**config.mk**
```make
export PLATFORM = sky130hd
export DESIGN_NAME = mem_arbiter
export DESIGN_NICKNAME = d
export VERILOG_FILES = /design/src/rtl/mem_arbiter.sv
export SDC_FILE = /design/constraint.sdc
export NUM_CORES = 1
export LEC_CHECK = 0
export BUFFER_PORTS_ARGS = -buffer_cell sky130_fd_sc_hd__buf_2
export CAP_MARGIN = 20
export CORE_ASPECT_RATIO = 0.75
export CORE_UTILIZATION = 42
export DETAILED_ROUTE_END_ITERATION = 16
export GPL_TIMING_DRIVEN = 0
export PLACE_DENSITY = 0.85
export SLEW_MARGIN = 20
export SYNTH_ARGS = -nofsm -noshare
export SYNTH_HDL_FRONTEND = slang
export SYNTH_SLANG_ARGS = --single-unit
export TNS_END_PERCENT = 30
```
**constraint.sdc**
```tcl
create_clock -name clk -period 1.85 [get_ports clk]
set_input_delay 0.185 -clock clk [delete_from_list [all_inputs] [get_ports clk]]
set_output_delay 0.185 -clock clk [all_outputs]
set_load 0.1 [all_outputs]
```
**src/rtl/mem_arbiter.sv**
```systemverilog
// mem_arbiter: shares one pipelined main memory between the I-cache and D-cache.
// Block fills issue BLOCK_WORDS back-to-back reads and steer the returns to the owner.
// D-cache write-through stores become single-cycle memory writes.
// Optional build macro ARB_ROUND_ROBIN_EN: alternate grants when both caches request.
// Without the macro, the D-cache has fixed priority.
module mem_arbiter #(
  parameter int ADDR_WIDTH  = 16,
  parameter int BLOCK_WORDS = 8
) (
  input  logic                           clk,
  input  logic                           rst,
  input  logic                           i_req,
  input  logic [ADDR_WIDTH-1:0]          i_addr,
  input  logic                           d_req,
  input  logic                           d_wr,
  input  logic [ADDR_WIDTH-1:0]          d_addr,
  input  logic [15:0]                    d_wdata,
  output logic [15:0]                    fill_data,
  output logic [$clog2(BLOCK_WORDS)-1:0] fill_idx,
  output logic                           i_fill_valid,
  output logic                           d_fill_valid,
  output logic                           i_done,
  output logic                           d_done,
  output logic                           d_wr_ack,
  output logic                           busy,
  output logic                           mem_enable,
  output logic                           mem_wr,
  output logic [ADDR_WIDTH-1:0]          mem_addr,
  output logic [15:0]                    mem_data_in,
  input  logic [15:0]                    mem_data_out,
  input  logic                           mem_data_valid
);
  localparam int IW  = $clog2(BLOCK_WORDS);
  localparam int OFF = IW + 1;  // byte-offset bits inside a block

  typedef enum logic [1:0] {S_IDLE, S_ISSUE, S_DRAIN, S_WRITE} state_e;

  state_e                state_q, state_d;
  logic [IW-1:0]         issue_cnt_q, issue_cnt_d;
  logic [IW-1:0]         ret_cnt_q, ret_cnt_d;
  logic                  owner_q, owner_d;  // 1 = D-cache
  logic [ADDR_WIDTH-1:0] addr_q, addr_d;    // bit 0 always stored as 0
  logic [15:0]           wdata_q, wdata_d;
  logic [15:0]           fill_data_q, fill_data_d;
  logic [IW-1:0]         fill_idx_q, fill_idx_d;
  logic                  grant_d, grant_i;
  logic                  ret_fire, last_ret;
`ifdef ARB_ROUND_ROBIN_EN
  logic                  last_grant_q, last_grant_d;  // 1 = D-cache
`endif

  // Grant selection, only meaningful in IDLE
  always_comb begin
`ifdef ARB_ROUND_ROBIN_EN
    grant_d = d_req && (!i_req || !last_grant_q);
`else
    grant_d = d_req;
`endif
    grant_i = i_req && !grant_d;
  end

  // State register and datapath flops
  always_ff @(posedge clk) begin
    if (rst) begin
      state_q     <= S_IDLE;
      issue_cnt_q <= '0;
      ret_cnt_q   <= '0;
      owner_q     <= 1'b1;
      addr_q      <= '0;
      wdata_q     <= '0;
      fill_data_q <= '0;
      fill_idx_q  <= '0;
`ifdef ARB_ROUND_ROBIN_EN
      last_grant_q <= 1'b0;
`endif
    end else begin
      state_q     <= state_d;
      issue_cnt_q <= issue_cnt_d;
      ret_cnt_q   <= ret_cnt_d;
      owner_q     <= owner_d;
      addr_q      <= addr_d;
      wdata_q     <= wdata_d;
      fill_data_q <= fill_data_d;
      fill_idx_q  <= fill_idx_d;
`ifdef ARB_ROUND_ROBIN_EN
      last_grant_q <= last_grant_d;
`endif
    end
  end

  // Next-state, counters and memory-side outputs
  always_comb begin
    state_d      = state_q;
    issue_cnt_d  = issue_cnt_q;
    ret_cnt_d    = ret_cnt_q;
    owner_d      = owner_q;
    addr_d       = addr_q;
    wdata_d      = wdata_q;
    fill_data_d  = fill_data_q;
    fill_idx_d   = fill_idx_q;
`ifdef ARB_ROUND_ROBIN_EN
    last_grant_d = last_grant_q;
`endif
    mem_enable   = 1'b0;
    mem_wr       = 1'b0;
    mem_addr     = '0;
    mem_data_in  = '0;
    d_wr_ack     = 1'b0;
    fill_data    = fill_data_q;
    fill_idx     = fill_idx_q;
    i_fill_valid = 1'b0;
    d_fill_valid = 1'b0;
    i_done       = 1'b0;
    d_done       = 1'b0;

    // Returns count only while a fill is in flight; strays elsewhere are ignored
    ret_fire = mem_data_valid && (state_q == S_ISSUE || state_q == S_DRAIN);
    last_ret = ret_fire && (ret_cnt_q == IW'(BLOCK_WORDS - 1));

    if (ret_fire) begin
      fill_data    = mem_data_out;
      fill_idx     = ret_cnt_q;
      fill_data_d  = mem_data_out;
      fill_idx_d   = ret_cnt_q;
      i_fill_valid = !owner_q;
      d_fill_valid = owner_q;
      i_done       = last_ret && !owner_q;
      d_done       = last_ret && owner_q;
      ret_cnt_d    = ret_cnt_q + IW'(1);
    end

    case (state_q)
      S_IDLE: begin
        issue_cnt_d = '0;
        ret_cnt_d   = '0;
        if (grant_d || grant_i) begin
          owner_d = grant_d;
          addr_d  = grant_d ? {d_addr[ADDR_WIDTH-1:1], 1'b0} : {i_addr[ADDR_WIDTH-1:1], 1'b0};
          if (grant_d) wdata_d = d_wdata;
`ifdef ARB_ROUND_ROBIN_EN
          last_grant_d = grant_d;
`endif
          state_d = (grant_d && d_wr) ? S_WRITE : S_ISSUE;
        end
      end
      S_ISSUE: begin
        mem_enable  = 1'b1;
        // Word index comes straight from the counter, so the block never carries upward
        mem_addr    = {addr_q[ADDR_WIDTH-1:OFF], issue_cnt_q, 1'b0};
        issue_cnt_d = issue_cnt_q + IW'(1);
        if (issue_cnt_q == IW'(BLOCK_WORDS - 1)) state_d = S_DRAIN;
        if (last_ret) state_d = S_IDLE;
      end
      S_DRAIN: begin
        if (last_ret) state_d = S_IDLE;
      end
      S_WRITE: begin
        mem_enable  = 1'b1;
        mem_wr      = 1'b1;
        mem_addr    = addr_q;
        mem_data_in = wdata_q;
        d_wr_ack    = 1'b1;
        state_d     = S_IDLE;
      end
      default: state_d = S_IDLE;
    endcase
  end

  assign busy = (state_q != S_IDLE);

endmodule

```
# --- Word level (Yosys, flattened, before mapping) ---
# Cells that the tools add are included.
totals:
  output_inout_bits: 59
  register_bits: 60
  in_bits: 70
  word_cells: 54
classes:
  n_reduce_logical: 18
  n_eq_ne: 8
  n_addsub: 2
  muxes: 18
op_table:
  columns: ["cell", "n"]
  rows:
  - ["$mux 16", 3]
  - ["$pmux 16 s2", 1]
  - ["$mux 2", 5]
  - ["$pmux 2 s4", 1]
  - ["$add 3x1->3 const B", 2]
  - ["$eq 3x3->1 const B", 2]
  - ["$logic_and 1x1->1", 6]
  - ["$mux 1", 6]
  - ["$pmux 3 s2", 1]
  - ["$reduce_and 3->1", 2]
  - ["$eq 2x2->1 const B", 2]
  - ["$ne 2x2->1 const B", 2]
  - ["$reduce_bool 2->1", 2]
  - ["$reduce_or 2->1", 2]
  - ["$mux 3", 1]
  - ["$ne 3x2->1 const B", 1]
  - ["$eq 2x1->1 const B", 1]
  - ["$logic_not 1->1", 2]
  - ["$logic_not 2->1", 1]
  - ["$logic_or 1x1->1", 2]
  - ["$reduce_and 2->1", 1]

# --- Longest topological paths before layout ---
# Gate-level depths: netlist (run 1).
logic_depth:
  depth_word: 6
  depth_mapped: 8
  depth_no_buf: 6

# --- Least setup slack after synthesis (run 1) ---
# OpenSTA, ideal clock, no wires.
synth_path:
  path_kind: "register -> output"
  startpoint: "register state_q[0]"
  endpoint: "output mem_addr[10]"
  n_path_buf: 0
  t_arrival_ps: 2914
  t_required_ps: 1665
  setup_slack_ps: -1249
  path_stages_with_launch: 4
  path_cell_list: "dfxtp_1 ha_1 nor2_1 nor2b_1"
synth_between:
  elab_chain_cells: 2
  word_cells_on_any_way: 3
  classes_between: "2 x eq/ne; 1 x mux"
synth_rtl:
  columns: ["element", "line_no", "text"]
  rows:
  - ["from (decl)", "38", "state_e state_q, state_d;"]
  - ["from (signal assigned)", "77", "state_q <= state_d;"]
  - ["$eq 2x2->1 / $eq 2x1->1 (equally long branches)", "132", "case (state_q)"]
  - ["$pmux 16 s2 *", "132", null]
  - ["to (decl)", "28", "output logic [ADDR_WIDTH-1:0] mem_addr,"]
# Mark *: on every way between the ends. The rest lies on a longest branch, timed or not.

# --- Worst setup path in the final report (run 1) ---
layout_path:
  startpoint: "register state_q[1]"
  endpoint: "output fill_data[11]"
layout_between:
  elab_chain_cells: 4
  word_cells_on_any_way: 5
  classes_between: "2 x eq/ne; 1 x mux; 2 x reduce/logical"
layout_rtl:
  columns: ["element", "line_no", "text"]
  rows:
  - ["$eq 2x1->1 / $eq 2x2->1 (equally long branches)", "117", "ret_fire = mem_data_valid && (state_q == S_ISSUE || state_q == S_DRAIN);"]
  - ["$logic_or 1x1->1 *", "117", null]
  - ["$logic_and 1x1->1 *", "117", null]
  - ["$mux 16 *", null, null]
  - ["to (decl)", "18", "output logic [15:0] fill_data,"]
# Marked as above.

==> metrics.txt, run 1 <==
# TYPE chip_impl_metric gauge
chip_impl_info{name="status",value="finished with violations"} 1
chip_impl_info{name="violations",value="negative setup slack"} 1
chip_impl_metric{name="final_net_count",unit=""} 518
chip_impl_metric{name="synthCells",unit=""} 296
chip_impl_metric{name="fp-row-count",unit=""} 24
chip_impl_metric{name="timing.final.crit_share",unit="%"} 106
chip_impl_metric{name="power.share.clock",unit="%"} 18.9
chip_impl_metric{name="die_width",unit="um"} 94.5
chip_impl_metric{name="grt_pass1_wl",unit="um"} 11800
chip_impl_metric{name="power-per-cell-area",unit="nW/um^2"} 1710
chip_impl_metric{name="clkSlewWorstSetupHoldPaths",unit="ns"} 0.06
chip_impl_info{name="hold_class",value="input pin to flop"} 1
chip_impl_metric{name="ioPinCount",unit=""} 129
chip_impl_metric{name="first_global_vias",unit=""} 2545
chip_impl_metric{name="mappedNetlistNets",unit=""} 374
chip_impl_metric{name="yosys_register_bits",unit=""} 59
chip_impl_metric{name="netlist-cell-type-count",unit=""} 30
chip_impl_metric{name="reg2regPathDepth",unit=""} 6
chip_impl_metric{name="p_int",unit="mW"} 4.32
chip_impl_metric{name="finish_stage_setup_viols",unit=""} 25
chip_impl_info{name="r2r-start",value="state_q[1]$_SDFFE_PP0P_"} 1
chip_impl_metric{name="switching_power",unit="mW"} 3.63
chip_impl_metric{name="buffer_ports.inserted",unit=""} 123
chip_impl_metric{name="die_height",unit="um"} 71.3
chip_impl_metric{name="gr-usage-all-layers",unit="%"} 23.4
chip_impl_metric{name="hpwlAfterDp",unit="um"} 4890
chip_impl_info{name="post-synth-top-area-cell",value="dfxtp_1"} 1
chip_impl_metric{name="final_antenna_net_count",unit=""} 0
chip_impl_metric{name="finalMaxSlewViolations",unit=""} 0
chip_impl_info{name="clock_tree_from_tritoncts",value="built"} 1
chip_impl_metric{name="clock_tree_skew_after_final_layout",unit="ns"} 0.00635
chip_impl_metric{name="critical_path_peak_fanout",unit=""} 8
chip_impl_metric{name="antenna_cells_inserted",unit=""} 0
chip_impl_metric{name="routed_wire_length_per_instance",unit="um"} 15.1
chip_impl_info{name="setup_repair_after_global_routing_missed_its_margin",value="true"} 1
chip_impl_metric{name="finalSetupTns",unit="ns"} -1.93
chip_impl_metric{name="maxClockFrequency",unit="MHz"} 508
chip_impl_metric{name="synth_warnings",unit=""} 0
chip_impl_metric{name="synth_area_per_cell",unit="um^2"} 9.10
chip_impl_metric{name="reg2reg_slack",unit="ns"} 0.18
chip_impl_info{name="start_kind",value="flop"} 1
chip_impl_metric{name="drt_drc_violations_left",unit=""} 0
chip_impl_metric{name="routed-via-count",unit=""} 2570
chip_impl_metric{name="wirelength",unit="um"} 7920
chip_impl_info{name="critical_path_class",value="flop to primary output"} 1
chip_impl_metric{name="gpl.final_weighted_congestion",unit=""} 0.743
chip_impl_metric{name="layout-area-overhead-vs-synth",unit="%"} 72.9
chip_impl_metric{name="power.combinational.fraction",unit="%"} 59.9
chip_impl_info{name="synth_area_leaders",value="dfxtp_1 (44%), mux2_2 (7.9%), mux2i_1 (6.7%)"} 1
chip_impl_metric{name="final_design_area_no_fill",unit="um^2"} 4660
chip_impl_metric{name="part_of_the_total_power_dissipated_in_sequential_elements",unit="%"} 21.2
chip_impl_metric{name="p_leak",unit="nW"} 2.16
chip_impl_metric{name="critical_path_arrival",unit="ns"} 1.78
chip_impl_metric{name="grt_overflow",unit=""} 0
chip_impl_metric{name="seq_area_frac_synth",unit="%"} 43.9
chip_impl_metric{name="fill_cells",unit=""} 373
chip_impl_metric{name="grt_antenna_before_repair",unit=""} 0
chip_impl_info{name="cts_root_buffer",value="clkbuf_8"} 1
chip_impl_info{name="worstReg2RegEnd",value="state_q[1]$_SDFFE_PP0P_"} 1
chip_impl_metric{name="clk-insertion-delay-late",unit="ns"} 0.33
chip_impl_metric{name="totalPowerFinal",unit="mW"} 7.95
chip_impl_metric{name="die_area",unit="um^2"} 6740
chip_impl_info{name="critical_path.endpoint_type",value="primary output"} 1
chip_impl_metric{name="vias_per_cell",unit=""} 4.91
chip_impl_metric{name="timing.critical_path.required",unit="ns"} 1.66
chip_impl_metric{name="layout_min_cycle_time",unit="ns"} 1.97
chip_impl_metric{name="vdd_ir_drop_max",unit="mV"} 1.30
chip_impl_metric{name="final.setup.worst_slack",unit="ns"} -0.118
chip_impl_metric{name="cts_sinks",unit=""} 59
chip_impl_metric{name="hold_slack",unit="ns"} 0.0921
chip_impl_metric{name="cts.path.max_buffers",unit=""} 2
chip_impl_metric{name="switching_part_of_the_total_power",unit="%"} 45.6
chip_impl_metric{name="synth_top_cell_area_share",unit="%"} 43.9
chip_impl_metric{name="maxCapViolCount",unit=""} 0
chip_impl_metric{name="drt-pass1-iter-count",unit=""} 4
chip_impl_metric{name="final-hold-violation-count",unit=""} 0
chip_impl_metric{name="starting_density_of_the_core",unit="%"} 44.8
chip_impl_info{name="hold_end",value="wdata_q[8]$_SDFFE_PP0P_"} 1
chip_impl_metric{name="cts_made_buffers",unit=""} 9
chip_impl_metric{name="htreeDepth",unit=""} 3
chip_impl_metric{name="placeableCoreArea",unit="um^2"} 6010
chip_impl_metric{name="dpl_cell_area",unit="um^2"} 3590
chip_impl_info{name="hold_path_startpoint",value="d_wdata[8]"} 1
chip_impl_metric{name="grt_max_degree",unit=""} 11
chip_impl_metric{name="layout-drive-gt1-share",unit="%"} 50.6
chip_impl_metric{name="mappedNetlistArea",unit="um^2"} 2690
chip_impl_metric{name="drt-initial-drc-count",unit=""} 92
chip_impl_metric{name="worstHoldPathCells",unit=""} 3
## layout by cell type, fill, tap and decap left out, types with 2 or more instances in the layout
cell type and n:
mux2_4 17, nor2b_1 20, nor3_1 4, buf_4 17, ha_1 5, nor2_4 3
a22o_2 3, and2_1 6, buf_8 11, buf_2 79, clkbuf_8 12, nor3b_1 2
mux2i_1 18, and2_2 6, nor2b_4 6, nand2_1 33, bufinv_16 3, dfxtp_4 2
clkbuf_1 7, dfxtp_1 57, a21oi_1 19, a211oi_1 15, inv_4 2, buf_12 34
and2_4 11, ha_4 2, buf_6 6, nor2_1 22, o21ai_0 3, mux2_2 2
nor2_2 3
## area by class of cell
type | count | area, um^2 | area share, %
Buffer | 23 | 185 | 3.98
Inverter | 5 | 27.5 | 0.591
Clock buffer | 12 | 165 | 3.55
Multi-Input combinational cell | 209 | 1590 | 34.1
Clock inverter | 4 | 95.1 | 2.04
Sequential cell | 59 | 1190 | 25.5
Tap cell | 78 | 97.6 | 2.10
Timing Repair Buffer | 133 | 1310 | 28.1
## layer usage
layer / vias up / track usage, % / share of wire [%]
met2: 102 / 41.4 / 52
met3: 14 / 9.87 / 6.6
li1: 1276 / - / -
met5: - / 0 / 0
met4: 0 / 7.74 / 1.6
met1: 1178 / 25.1 / 40
## power groups by stage
stage	Clock (mW)	Combinational [mW]	Sequential, mW
final	1.50	4.76	1.68
after global routing	1.61	4.96	1.71
after CTS	1.53	4.64	1.67
after detailed placement	0	3.63	1.71
after global placement	0	3.58	1.70
after floorplan	0	3.13	1.67
## sequential cells by signal (all words and copies together), names as in the netlist
register / count
addr_q: 15
owner_q: 1
state_q: 2
fill_idx_q: 3
wdata_q: 16
fill_data_q: 16
issue_cnt_q: 3
ret_cnt_q: 3
## metrics by stage
stage	util [%]	std cells	setup WS [ns]
floorplan	-	296	-0.127
finish	77.5	523	-0.118
CTS	75.8	523	-0.112
global route	77.5	523	-0.182
detailed placement	59.8	497	-0.401
global placement	59.8	497	-0.378
## kinds of logic after synthesis
logic type / Yosys count / synth area share [%]
flops: 59 / 43.9
xor+xnor: 1 / 0.325
mux: 37 / 14.6
other cells: 1 / 0.139
buf+inv: 28 / 5.20
compound gates: 43 / 10.2
simple gates: 119 / 21.9
fa+ha+maj: 8 / 3.72
## critical path, cell delays in order (launching register included)
cell and delay (ns):
dfxtp_4 0.37, inv_4 0.04, ha_4 0.29, nand2_8 0.09
buf_12 0.16, mux2_4 0.32, buf_12 0.17
## worst max-delay path by stage
stage	from	to	slack, ns	cells past startpoint
floorplan	state_q[0]$_SDFFE_PP0P_	fill_data_q[10]$_SDFF_PP0_	-0.13	6
global placement	state_q[0]$_SDFFE_PP0P_	fill_data[10]	-0.38	6
detailed placement	state_q[0]$_SDFFE_PP0P_	fill_data[12]	-0.40	6
CTS	state_q[1]$_SDFFE_PP0P_	fill_data[10]	-0.11	6
global route	state_q[1]$_SDFFE_PP0P_	fill_data[13]	-0.18	6
finish	state_q[1]$_SDFFE_PP0P_	fill_data[11]	-0.12	6
## cell usage after synthesis
library cell	count
a21oi_1	19
buf_2	7
o21ai_0	3
dfxtp_1	59
buf_6	2
nor2_1	27
or3_1	1
buf_1	1
nor2_2	1
buf_4	3
ha_1	8
inv_1	4
a22o_1	3
o21a_1	1
and2_4	1
nor3_1	4
a32oi_1	1
nand3_1	1
mux2i_1	18
inv_2	1
mux2_2	19
o41ai_1	1
nand2_1	34
a211oi_1	15
nor3b_1	2
and2_1	22
conb_1	1
xor2_1	1
nor2b_1	26
clkbuf_1	10
## repair_timing
action / in CTS / in global routing
buffers inserted: 9 / 0
pin swaps: 3 / 1
gates resized for setup: 168 / 31
setup endpoints to repair: 74 / 43
hold buffers: 0 / 0
gates cloned: 1 / 0
(Power assumes the default switching activity.)
==> run 2, diff against run 1 <==
- CORE_UTILIZATION: 42 -> 43
- CTS_BUF_LIST: default -> sky130_fd_sc_hd__clkbuf_8
- PLACE_DENSITY: 0.85 -> 0.86
==> metrics.txt, run 2 (synthesis results as in run 1) <==
# TYPE chip_impl_metric gauge
chip_impl_metric{name="layout-area-overhead-vs-synth",unit="%"} 64.3
chip_impl_metric{name="maxClockFrequency",unit="MHz"} 506
chip_impl_metric{name="gpl.final_weighted_congestion",unit=""} 0.765
chip_impl_metric{name="cts.path.max_buffers",unit=""} 2
chip_impl_info{name="violations",value="negative setup slack"} 1
chip_impl_metric{name="gr-usage-all-layers",unit="%"} 22.7
chip_impl_info{name="cell_by_cell_listing_of_the_critical_path",value="inv_4 -> ha_4 -> nand2_8 -> buf_12 -> mux2_4 -> buf_12"} 1
chip_impl_info{name="hold_class",value="input pin to flop"} 1
chip_impl_metric{name="switching_part_of_the_total_power",unit="%"} 48.1
chip_impl_info{name="largest_registers",value="fill_data_q x16, wdata_q x16, addr_q x15"} 1
chip_impl_metric{name="vdd_ir_drop_max",unit="mV"} 1.43
chip_impl_metric{name="final.setup.worst_slack",unit="ns"} -0.128
chip_impl_metric{name="crit_path_cell_count",unit=""} 6
chip_impl_metric{name="p_int",unit="mW"} 3.87
chip_impl_metric{name="starting_density_of_the_core",unit="%"} 45.5
chip_impl_metric{name="timing.final.crit_share",unit="%"} 107
chip_impl_metric{name="ioPinCount",unit=""} 129
chip_impl_metric{name="cts_sinks",unit=""} 59
chip_impl_metric{name="critical_path_peak_fanout",unit=""} 10
chip_impl_metric{name="fp-row-count",unit=""} 24
chip_impl_metric{name="grt_antenna_before_repair",unit=""} 0
chip_impl_metric{name="reg2regPathDepth",unit=""} 6
chip_impl_metric{name="part_of_the_total_power_dissipated_in_sequential_elements",unit="%"} 22.8
chip_impl_metric{name="clk-insertion-delay-late",unit="ns"} 0.33
chip_impl_info{name="timing.critical_path.mode_cell",value="buf_12"} 1
chip_impl_metric{name="power-per-cell-area",unit="nW/um^2"} 1690
chip_impl_metric{name="wirelength",unit="um"} 7620
chip_impl_metric{name="die_area",unit="um^2"} 6590
chip_impl_metric{name="hpwlAfterDp",unit="um"} 4830
chip_impl_info{name="final_cell_mix",value="buf_2 (78), dfxtp_1 (57), nand2_1 (33)"} 1
chip_impl_metric{name="power.combinational.fraction",unit="%"} 61.9
chip_impl_metric{name="hold_slack",unit="ns"} 0.0917
chip_impl_info{name="critical_path.endpoint_type",value="primary output"} 1
chip_impl_metric{name="antenna_cells_inserted",unit=""} 0
chip_impl_metric{name="layout_min_cycle_time",unit="ns"} 1.98
chip_impl_metric{name="totalPowerFinal",unit="mW"} 7.46
chip_impl_metric{name="worst_path_largest_cell_delay",unit="ns"} 0.39
chip_impl_metric{name="maxCapViolCount",unit=""} 0
chip_impl_metric{name="clock_tree_skew_after_final_layout",unit="ns"} 0.00727
chip_impl_metric{name="buffer_ports.inserted",unit=""} 123
chip_impl_metric{name="layout-drive-gt1-share",unit="%"} 49.8
chip_impl_metric{name="grt_pass1_wl",unit="um"} 11600
chip_impl_info{name="cts_root_buffer",value="clkbuf_8"} 1
chip_impl_metric{name="grt_overflow",unit=""} 0
chip_impl_metric{name="dpl_cell_area",unit="um^2"} 3590
chip_impl_metric{name="drt-initial-drc-count",unit=""} 76
chip_impl_metric{name="p_leak",unit="nW"} 2.07
chip_impl_metric{name="cts_made_buffers",unit=""} 9
chip_impl_metric{name="worstHoldPathCells",unit=""} 3
chip_impl_metric{name="finalMaxSlewViolations",unit=""} 0
chip_impl_info{name="start_kind",value="flop"} 1
chip_impl_metric{name="placeableCoreArea",unit="um^2"} 5920
chip_impl_metric{name="worstPathBufferInverterCount",unit=""} 3
chip_impl_metric{name="fin_cells",unit=""} 520
chip_impl_metric{name="finish_stage_setup_viols",unit=""} 21
chip_impl_metric{name="final_design_area_no_fill",unit="um^2"} 4420
chip_impl_metric{name="drt_drc_violations_left",unit=""} 0
chip_impl_metric{name="met2_length",unit="um"} 3900
chip_impl_metric{name="switching_power",unit="mW"} 3.59
chip_impl_metric{name="timing.critical_path.required",unit="ns"} 1.66
chip_impl_metric{name="drt-pass1-iter-count",unit=""} 5
chip_impl_info{name="layout_commonest_cell",value="buf_2"} 1
chip_impl_info{name="status",value="finished with violations"} 1
chip_impl_metric{name="routed_wire_length_per_instance",unit="um"} 14.6
chip_impl_metric{name="fill_cells",unit=""} 417
chip_impl_info{name="uppermost_layer_routed",value="met4"} 1
chip_impl_metric{name="routedLengthMet1",unit="um"} 3190
chip_impl_metric{name="grt_max_degree",unit=""} 11
chip_impl_info{name="critical_path_class",value="flop to primary output"} 1
chip_impl_metric{name="die_width",unit="um"} 93.4
chip_impl_metric{name="wl_met3",unit="um"} 448
chip_impl_metric{name="critical_path_arrival",unit="ns"} 1.79
chip_impl_metric{name="final_antenna_net_count",unit=""} 0
chip_impl_info{name="timing.critical_path.max_delay_family",value="flip-flops"} 1
chip_impl_metric{name="htreeDepth",unit=""} 3
chip_impl_info{name="setup_repair_after_global_routing_missed_its_margin",value="true"} 1
chip_impl_metric{name="vias_per_cell",unit=""} 4.93
chip_impl_info{name="clock_tree_from_tritoncts",value="built"} 1
chip_impl_metric{name="clkSlewWorstSetupHoldPaths",unit="ns"} 0.07
chip_impl_metric{name="power.share.clock",unit="%"} 15.3
chip_impl_metric{name="place.detailed.instances",unit=""} 497
chip_impl_metric{name="final_net_count",unit=""} 515
chip_impl_metric{name="routed-via-count",unit=""} 2563
chip_impl_metric{name="first_global_vias",unit=""} 2519
chip_impl_info{name="worst_path_slowest_cell",value="dfxtp_4"} 1
chip_impl_metric{name="final-hold-violation-count",unit=""} 0
chip_impl_metric{name="die_height",unit="um"} 70.5
-- run 2: changes by cell type in the layout (fill, tap and decap cells not counted), moves of 6 or more --
cell,previous run,this run
buf_8,11,2
clkbuf_4,0,7
buf_4,17,11
and2_4,11,5
buf_6,6,20
and2_2,6,12
buf_12,34,26
-- run 2: cell type report --
cell class | count | area (um^2) | share of cell area [%]
Multi-Input combinational cell | 209 | 1570 | 35.5
Sequential cell | 59 | 1190 | 26.9
Timing Repair Buffer | 130 | 1180 | 26.6
Buffer | 23 | 169 | 3.82
Clock buffer | 10 | 138 | 3.11
Tap cell | 78 | 97.6 | 2.21
Clock inverter | 6 | 56.3 | 1.27
Inverter | 5 | 27.5 | 0.622
-- run 2: path summary, 6_finish.rpt --
check             slack, ns                      end               startpoint
hold / removal         0.09  wdata_q[7]$_SDFFE_PP0P_               d_wdata[7]
setup reg to reg       0.13  state_q[1]$_SDFFE_PP0P_  state_q[0]$_SDFFE_PP0P_
setup / recovery      -0.13             fill_data[5]  state_q[0]$_SDFFE_PP0P_
hold reg to reg        0.45  wdata_q[2]$_SDFFE_PP0P_  wdata_q[2]$_SDFFE_PP0P_
-- run 2: metrics by stage --
step / util [%] / setup WS [ns] / setup TNS [ns]
after CTS: 72.8 / -0.119 / -1.74
after detailed placement: 60.7 / -0.425 / -14.84
after global routing: 74.8 / -0.174 / -3.62
after floorplan: - / -0.127 / -3.42
after global placement: 60.7 / -0.390 / -12.72
final: 74.8 / -0.128 / -1.98
-- run 2: worst min-delay path, delay by kind of cell --
kind                   cells  cell delay (ns)
AO/OA/AOI/OAI              1             0.05
buffers and inverters      1             0.09
AND/OR/NAND/NOR            1             0.04
-- run 2: routing by layer --
| metal | GRT usage, % | vias to the layer above |
|---|---|---|
| li1 | - | 1266 |
| met1 | 26.9 | 1184 |
| met2 | 39.9 | 103 |
| met3 | 7.42 | 10 |
| met4 | 5.98 | 0 |
| met5 | 0 | - |
-- run 2: power by group through the flow --
| stage | combinational [mW] | sequential [mW] | clock, mW |
|---|---|---|---|
| floorplan | 3.13 | 1.67 | 0 |
| global placement | 3.58 | 1.70 | 0 |
| detailed placement | 3.62 | 1.71 | 0 |
| CTS | 4.46 | 1.69 | 1.16 |
| global route | 4.82 | 1.73 | 1.23 |
| finish | 4.62 | 1.70 | 1.14 |
-- run 2: repair_timing --
item                                    CTS  global route
endpoints found under the setup margin   72            50
endpoints found under the hold margin     0             0
pin swaps                                 2             0
hold buffers                              0             0
resized for setup                       136            29
setup buffers                             5             2
==> run 3, diff against run 2 <==
- CORE_UTILIZATION: 43 -> 51
- PLACE_DENSITY: 0.86 -> 0.95
- clock period: 1.85 -> 2.5 ns (I/O delays scaled with it)
==> metrics.txt, run 3 (synthesis results as in run 1) <==
# TYPE chip_impl_metric gauge
chip_impl_metric{name="timing.critical_path.required",unit="ns"} 2.25
chip_impl_info{name="worst_path_slowest_cell",value="dfxtp_2"} 1
chip_impl_metric{name="vias_per_cell",unit=""} 4.89
chip_impl_metric{name="clkSlewWorstSetupHoldPaths",unit="ns"} 0.06
chip_impl_metric{name="worstHoldPathCells",unit=""} 3
chip_impl_metric{name="grt_antenna_before_repair",unit=""} 0
chip_impl_metric{name="worst_path_largest_cell_delay",unit="ns"} 0.42
chip_impl_metric{name="power-per-cell-area",unit="nW/um^2"} 1250
chip_impl_metric{name="layout_min_cycle_time",unit="ns"} 2.42
chip_impl_metric{name="timing.final.crit_share",unit="%"} 96.9
chip_impl_metric{name="die_width",unit="um"} 85.9
chip_impl_metric{name="antenna_cells_inserted",unit=""} 0
chip_impl_metric{name="layout-area-overhead-vs-synth",unit="%"} 36.0
chip_impl_metric{name="die_height",unit="um"} 64.9
chip_impl_metric{name="ioPinCount",unit=""} 129
chip_impl_info{name="start_kind",value="flop"} 1
chip_impl_info{name="final_cell_mix",value="buf_2 (103), dfxtp_1 (58), nand2_1 (33)"} 1
chip_impl_info{name="cts_root_buffer",value="clkbuf_8"} 1
chip_impl_info{name="cell_by_cell_listing_of_the_critical_path",value="inv_1 -> ha_1 -> nand2_2 -> buf_4 -> mux2_2 -> buf_4"} 1
chip_impl_info{name="critical_path.endpoint_type",value="primary output"} 1
chip_impl_info{name="timing.critical_path.mode_cell",value="buf_4"} 1
chip_impl_metric{name="htreeDepth",unit=""} 3
chip_impl_info{name="critical_path_class",value="flop to primary output"} 1
chip_impl_metric{name="worstPathBufferInverterCount",unit=""} 3
chip_impl_metric{name="drt_drc_violations_left",unit=""} 0
chip_impl_metric{name="wirelength",unit="um"} 6380
chip_impl_metric{name="cts_made_buffers",unit=""} 9
chip_impl_metric{name="clock_tree_skew_after_final_layout",unit="ns"} 0.00278
chip_impl_metric{name="grt_max_degree",unit=""} 11
chip_impl_info{name="setup_repair_after_global_routing_missed_its_margin",value="true"} 1
chip_impl_info{name="largest_registers",value="fill_data_q x16, wdata_q x16, addr_q x15"} 1
chip_impl_metric{name="fp-row-count",unit=""} 22
chip_impl_metric{name="drt-pass1-iter-count",unit=""} 4
chip_impl_metric{name="gr-usage-all-layers",unit="%"} 24.2
chip_impl_metric{name="reg2regPathDepth",unit=""} 6
chip_impl_metric{name="grt_pass1_wl",unit="um"} 10100
chip_impl_metric{name="final_antenna_net_count",unit=""} 0
chip_impl_metric{name="p_leak",unit="nW"} 1.84
chip_impl_info{name="layout_commonest_cell",value="buf_2"} 1
chip_impl_info{name="clock_tree_from_tritoncts",value="built"} 1
chip_impl_metric{name="clk-insertion-delay-late",unit="ns"} 0.33
chip_impl_metric{name="final_net_count",unit=""} 508
chip_impl_metric{name="routed_wire_length_per_instance",unit="um"} 12.6
chip_impl_metric{name="grt_overflow",unit=""} 0
chip_impl_metric{name="final_design_area_no_fill",unit="um^2"} 3660
chip_impl_metric{name="hpwlAfterDp",unit="um"} 4720
chip_impl_metric{name="drt-initial-drc-count",unit=""} 42
chip_impl_metric{name="final-hold-violation-count",unit=""} 0
chip_impl_metric{name="first_global_vias",unit=""} 2344
chip_impl_metric{name="placeableCoreArea",unit="um^2"} 4980
chip_impl_metric{name="maxClockFrequency",unit="MHz"} 413
chip_impl_metric{name="crit_path_cell_count",unit=""} 6
chip_impl_metric{name="finalSetupTns",unit="ns"} 0
chip_impl_metric{name="die_area",unit="um^2"} 5580
chip_impl_info{name="hold_class",value="input pin to flop"} 1
chip_impl_metric{name="critical_path_peak_fanout",unit=""} 10
chip_impl_info{name="timing.critical_path.max_delay_family",value="buffers and inverters"} 1
chip_impl_metric{name="gpl.final_weighted_congestion",unit=""} 0.764
chip_impl_metric{name="finish_stage_setup_viols",unit=""} 0
chip_impl_metric{name="finalMaxSlewViolations",unit=""} 0
chip_impl_metric{name="maxCapViolCount",unit=""} 0
chip_impl_metric{name="dpl_cell_area",unit="um^2"} 3420
chip_impl_info{name="status",value="finished, final reports clean"} 1
chip_impl_metric{name="fill_cells",unit=""} 402
chip_impl_metric{name="routed-via-count",unit=""} 2477
chip_impl_metric{name="cts.path.max_buffers",unit=""} 2
chip_impl_metric{name="vdd_ir_drop_max",unit="mV"} 0.940
chip_impl_metric{name="cts_post_setup_buffers_inserted",unit=""} 0
chip_impl_metric{name="layout-drive-gt1-share",unit="%"} 41.4
chip_impl_metric{name="critical_path_arrival",unit="ns"} 2.17
chip_impl_metric{name="buffer_ports.inserted",unit=""} 123
chip_impl_metric{name="cts_sinks",unit=""} 59
chip_impl_metric{name="starting_density_of_the_core",unit="%"} 54.0
run 3: cell types whose count changed in the layout (fill, tap and decap cells not counted), moves of 9 or more:
cell,change
buf_12,-26
buf_2,+25
buf_6,-18
and2_1,+16
mux2_2,+15
mux2_4,-15
and2_2,-12
buf_4,+9
run 3: report_power, final:
part	switching [mW]	total (mW)	leakage [nW]	internal [mW]
logic	1.96	2.60	1.25	0.643
clock network	0.347	0.746	0.103	0.399
registers	0.103	1.24	0.484	1.14
total	2.41	4.59	1.84	2.18
run 3: through the flow:
step                      cells  setup WS, ns  utilization [%]  power [mW]  hold WS (ns)
after CTS                   507        0.0289             73.0        4.60         0.131
after global placement      491         0.192             68.6        3.71         0.438
after floorplan             296        -0.127                -        3.36         0.386
final                       507        0.0765             73.5        4.59         0.156
after global routing        507      -0.00251             73.5        4.82         0.132
after detailed placement    491         0.157             68.6        3.77         0.442
run 3: repair_timing:
| action | CTS | global route |
|---|---|---|
| hold buffers | 0 | 0 |
| cloned | 0 | 0 |
| setup endpoints to repair | 30 | 25 |
| gates resized for setup | 19 | 11 |
run 3: final timing paths:
path,start,end,slack (ns)
worst max-delay path,state_q[0]$_SDFFE_PP0P_,fill_data[14],0.08
worst min-delay path,d_wdata[5],wdata_q[5]$_SDFFE_PP0P_,0.16
worst max register to register,state_q[0]$_SDFFE_PP0P_,fill_data_q[14]$_SDFF_PP0_,0.63
worst min register to register,wdata_q[4]$_SDFFE_PP0P_,wdata_q[4]$_SDFFE_PP0P_,0.45
run 3: worst min-delay path: stages:
cell and delay (ns):
buf_2 0.10, nand2_1 0.04, a21oi_1 0.05
run 3: area by class of cell:
cell class / count / area [um^2] / area share [%]
sequential: 59 / 1180 / 32.3
tap: 72 / 90.1 / 2.46
buffer: 23 / 126 / 3.45
multi-input combinational: 209 / 1390 / 38.1
inverter: 5 / 18.8 / 0.512
clock buffer: 11 / 151 / 4.13
timing repair buffer: 123 / 678 / 18.5
clock inverter: 5 / 21.3 / 0.581
run 3: routing by layer:
layer	routed length (um)	GRT usage [%]	part of all wire, %
met5	0	0	0
met1	2760	25.2	43
met3	466	11.6	7.3
met4	86	10.0	1.3
met2	3060	42.1	48
